$ cat config.mk
export PLATFORM = sky130hd
export DESIGN_NAME = approx_add_pipe
export DESIGN_NICKNAME = d
export VERILOG_FILES = /design/src/rtl/approx_add_pipe.sv
export SDC_FILE = /design/constraint.sdc
export NUM_CORES = 1
export LEC_CHECK = 0
export ABC_AREA = 1
export ABC_CLOCK_PERIOD_IN_PS = 5650
export BUFFER_PORTS_ARGS = -buffer_cell sky130_fd_sc_hd__buf_2
export CAP_MARGIN = 5
export CORE_ASPECT_RATIO = 1.25
export CORE_MARGIN = 5
export CORE_UTILIZATION = 51
export CTS_BUF_LIST = sky130_fd_sc_hd__clkbuf_16
export CTS_CLUSTER_SIZE = 8
export DETAILED_ROUTE_END_ITERATION = 8
export PLACE_DENSITY = 0.73
export SETUP_SLACK_MARGIN = 0.02
export SYNTH_ARGS = -nofsm -noshare
export SYNTH_HDL_FRONTEND = slang
export SYNTH_SLANG_ARGS = --single-unit
$ cat constraint.sdc
create_clock -name clk -period 5.65 [get_ports clk]
set_input_delay 0.565 -clock clk [delete_from_list [all_inputs] [get_ports clk]]
set_output_delay 0.565 -clock clk [all_outputs]
set_load 0.1 [all_outputs]
$ cat src/rtl/approx_add_pipe.sv
// Two-stage pipelined adder with lower-part-OR approximation.
// Low half plus mid carry in s1, high half plus cout in s2.
module approx_add_pipe #(
  parameter int WIDTH       = 16,
  parameter int APPROX_BITS = 4
) (
  input  logic             clk,
  input  logic             rst,
  input  logic             in_valid,
  output logic             in_ready,
  input  logic [WIDTH-1:0] a,
  input  logic [WIDTH-1:0] b,
  input  logic             cin,
  input  logic             approx_en,
  output logic             out_valid,
  input  logic             out_ready,
  output logic [WIDTH-1:0] sum,
  output logic             cout,
  output logic             approx_flag
);

  localparam int L  = WIDTH / 2;
  localparam int H  = WIDTH - L;
  localparam int K  = APPROX_BITS;
  localparam int KI = (K > 0) ? K - 1 : 0;
  localparam bit AX = (K > 0);

  typedef struct packed {
    logic [L-1:0] lo;
    logic         c;
    logic [H-1:0] ah;
    logic [H-1:0] bh;
    logic         flag;
  } s1_t;

  s1_t          s1_q;
  s1_t          s1_d;
  logic         s1_valid;
  logic         s2_valid;
  logic         s1_adv;
  logic         s2_adv;

  logic [L-1:0] a_lo;
  logic [L-1:0] b_lo;
  logic [L-1:0] kmask;
  logic [L-1:0] lo_or;
  logic [L:0]   cvec;
  logic [L:0]   lo_res;
  logic         use_ax;
  logic         cg;
  logic [H:0]   hi_res;

  assign s2_adv   = !s2_valid || out_ready;
  assign s1_adv   = !s1_valid || s2_adv;
  assign in_ready = s1_adv;
  assign out_valid = s2_valid;

  always_comb begin
    for (int i = 0; i < L; i++) begin
      kmask[i] = (i < K);
    end
  end

  // Approx mode: masked-off upper low bits add with the generated
  // carry injected at bit K; the OR'd bits fill the zeroed LSBs.
  always_comb begin
    use_ax = approx_en & AX;
    cg     = a[KI] & b[KI];
    a_lo   = a[L-1:0];
    b_lo   = b[L-1:0];
    if (use_ax) begin
      lo_or  = (a_lo | b_lo) & kmask;
      cvec   = {{L{1'b0}}, cg} << K;
      lo_res = {1'b0, a_lo & ~kmask}
             + {1'b0, b_lo & ~kmask}
             + cvec;
    end else begin
      lo_or  = '0;
      cvec   = {{L{1'b0}}, cin};
      lo_res = {1'b0, a_lo} + {1'b0, b_lo} + cvec;
    end
    s1_d.lo   = lo_res[L-1:0] | lo_or;
    s1_d.c    = lo_res[L];
    s1_d.ah   = a[WIDTH-1:L];
    s1_d.bh   = b[WIDTH-1:L];
    s1_d.flag = use_ax;
  end

  assign hi_res = {1'b0, s1_q.ah}
                + {1'b0, s1_q.bh}
                + {{H{1'b0}}, s1_q.c};

  always_ff @(posedge clk) begin
    if (rst) begin
      s1_valid    <= 1'b0;
      s1_q        <= '0;
      s2_valid    <= 1'b0;
      sum         <= '0;
      cout        <= 1'b0;
      approx_flag <= 1'b0;
    end else begin
      if (s1_adv) begin
        s1_valid <= in_valid;
        s1_q     <= s1_d;
      end
      if (s2_adv) begin
        s2_valid    <= s1_valid;
        sum         <= {hi_res[H-1:0], s1_q.lo};
        cout        <= hi_res[H];
        approx_flag <= s1_q.flag;
      end
    end
  end

endmodule

==> metrics.md <==
| Metric | Value |
|---|---|
| H-tree depth | 2 |
| Worst flop-to-flop path startpoint | s1_q[1] |
| Clk root buf | clkbuf_16 |
| Critical path class | input pin to primary output |
| Post-CTS sizing | 0 |
| Fin. max-slew vios | 0 |
| Flops & latches, synth | 46 |
| Number of antenna-violating nets in the routed design | 0 |
| Max-cap check violation count | 0 |
| Site Rows | 29 |
| Die width | 75.1 µm |
| Layout Area Growth over Synthesis | 14.9% |
| Setup Buffers After CTS | 0 |
| Reg2reg end | cout |
| Setup ws final | 3.43 ns |
| Required time of the critical path | 5.09 ns |
| Chip Height | 91.4 µm |
| Total CTS buffers | 5 |
| Slew @ Worst Pin | 0.538 ns |
| Antenna cells | 0 |
| Share of cells above drive strength 1 | 16.7% |
| Vias in the first global route | 2239 |
| Routability Congestion | 0.854 |
| 1st-iter DRT viols | 109 |
| DR WL/cell | 11.6 µm |
| Place WS | 3.22 ns |
| R2R cell count | 8 |
| Cells after Synth | 367 |
| Syn Std Cell Area | 0.00270 mm² |
| Clock Latency Late Sink | 0.28 ns |
| Worst slew margin | 64.1% |
| Pwr dens | 287 mW/mm² |
| Fin crit share | 39.2% |
| DP HPWL | 4410 µm |
| Crit path launch type | input pin |
| Top-Level Pins | 58 |
| Status | completed |
| Clk buf depth | 2 |
| Most common cell after layout, fill and taps aside | nand2_1 |
| First-pass GRT wire length | 9720 µm |
| Total core area | 0.00512 mm² |
| Max Fclk | 451 MHz |
| CTS Hold Buffers Added | 0 |
| CP Launch Point | out_ready |
| DR vias/cell | 4.94 |
| Min cycle time layout | 2.22 ns |
| Buffers on Ports | 57 |
| Final Setup Violations | 0 |
| Sequential fraction of the synthesis area | 34.1% |
| Avg Cell Area, Syn | 7.37 µm² |
| Synthesized Nets | 434 |
| Via count | 2373 |
| Starting Density | 52.8% |
| Tot GR Track Use | 17.7% |
| Leakage power | 0.00173 µW |
| Grt total ovfl | 0 |
| Final Net Count | 484 |
| Final Hold Fails | 0 |
| Worst Hold Depth | 2 |
| Sinks on Clock Net | 46 |
| Clk slew on worst S/H paths | 0.06 ns |
| Largest net degree at the start of global routing | 33 |
| CP Max Fanout | 32 |
| HP Class | flop to flop |
| Synth warnings | 0 |
| Peak supply drop | 0.000140 V |
| Total Wirelength | 5560 µm |
| Total Die Area | 0.00687 mm² |
| Worst R2R Setup Slack | 3.78 ns |
| Commonest non-fill, non-tap cells in the layout | nand2_1, buf_2, inv_1, dfxtp_1, a21oi_1 |
| RSZ-0062 raised after global routing | false |
| Unique masters post-synth | 30 |
| CTS tree | yes |
| Crit end category | primary output |
| Initial antenna violation count | 0 |
| Initial DRT Pass Iterations | 4 |
| Clock Skew | 0.00574 ns |
| DRC violations left | 0 |
| Critical path arrival | 1.65 ns |
| Crit path to | in_ready |
| Setup total negative slack | 0 ns |
==> synthesized netlist by cell type <==
cell | instances | area share (%)
buf_4 | 1 | 0.28
nand2_4 | 1 | 0.42
buf_2 | 6 | 1.1
or2_4 | 1 | 0.32
o21bai_1 | 5 | 1.4
inv_4 | 1 | 0.23
nand2_1 | 85 | 12
dfxtp_1 | 46 | 34
nor2_1 | 30 | 4.2
a21oi_1 | 34 | 6.3
fa_1 | 8 | 5.9
xor2_1 | 2 | 0.65
buf_6 | 5 | 2.1
o211ai_1 | 2 | 0.56
ha_1 | 21 | 9.7
mux2i_1 | 1 | 0.37
o21ai_0 | 25 | 4.6
o21a_1 | 1 | 0.28
nand4_1 | 2 | 0.46
clkbuf_1 | 2 | 0.28
nor2_4 | 1 | 0.42
inv_1 | 50 | 6.9
nand3b_1 | 2 | 0.56
or2_1 | 2 | 0.46
or2_2 | 1 | 0.23
inv_2 | 1 | 0.14
a211oi_1 | 1 | 0.28
xnor2_1 | 3 | 0.97
o21ai_1 | 1 | 0.18
nand3_1 | 26 | 4.8
==> stage by stage <==
| stage | cell area [µm²] | hold WS (ns) | instances | util, % | total power, µW |
|---|---|---|---|---|---|
| 6_report | 3110 | 0.462 | 480 | 60.7 | 891 |
| 5_1_grt | 3110 | 0.494 | 480 | 60.7 | 943 |
| 4_1_cts | 3110 | 0.465 | 480 | 60.7 | 899 |
| 3_5_place_dp | 2970 | 0.456 | 472 | 58.0 | 621 |
| 3_3_place_gp | 2970 | 0.437 | 472 | 58.0 | 616 |
| 2_1_floorplan | 2700 | 0.429 | 367 | - | 569 |
==> critical path, cell delays in order <==
cell and delay (ns):
buf_2 0.11, nor2_4 0.30, nand2_4 0.27, buf_2 0.38
==> routing by layer <==
metal / GRT usage [%] / wire length, µm / part of all wire, % / vias up
met5: 0 / 0 / 0 / -
met4: 4.45 / 65 / 1.2 / 0
met3: 3.98 / 304 / 5.5 / 9
met2: 29.9 / 2660 / 48 / 50
met1: 22.3 / 2540 / 46 / 1050
li1: - / - / - / 1264
==> state kept, by name, indices dropped and copies added (netlist names) <==
register / flops
approx_flag: 1
cout: 1
out_valid: 1
s1_q: 26
s1_valid: 1
sum: 16
==> layout make-up <==
| class | instances | area, µm² |
|---|---|---|
| clock buffer | 5 | 125 |
| clock inverter | 3 | 17.5 |
| fill | 487 | 2010 |
| inverter | 52 | 198 |
| multi-input combinational | 255 | 1480 |
| sequential | 46 | 921 |
| tap | 62 | 77.6 |
| timing repair buffer | 57 | 285 |
==> power by group <==
group | total (µW) | switching (µW) | leakage, µW | internal, µW
Combinational | 248 | 178 | 0.00127 | 69.3
Clock | 279 | 117 | 0.0000750 | 162
Sequential | 365 | 13.1 | 0.000382 | 351
Total | 891 | 309 | 0.00173 | 583
==> how the worst min path moves through the flow <==
stage / from / end / slack, ns
6_report: s1_q[20] / sum[2] / 0.46
5_1_grt: s1_q[13] / s1_q[13] / 0.49
4_1_cts: s1_q[20] / sum[2] / 0.46
3_3_place_gp: s1_q[20] / sum[2] / 0.44
2_1_floorplan: s1_q[20] / sum[2] / 0.43
3_5_place_dp: s1_q[20] / sum[2] / 0.46
==> kinds of logic (layout without fill, tap and decap cells) <==
kind of cell	Yosys count	count (layout)	share of synthesized area [%]
AND/OR/NAND/NOR	151	151	23.6
buffers and inverters	66	117	11.1
multiplexers	1	1	0.370
flip-flops	46	46	34.1
adder cells (fa/ha/maj)	29	29	15.6
XOR/XNOR	5	5	1.62
AO/OA/AOI/OAI	69	69	13.6
No activity file was read; power rests on OpenSTA's default activity.
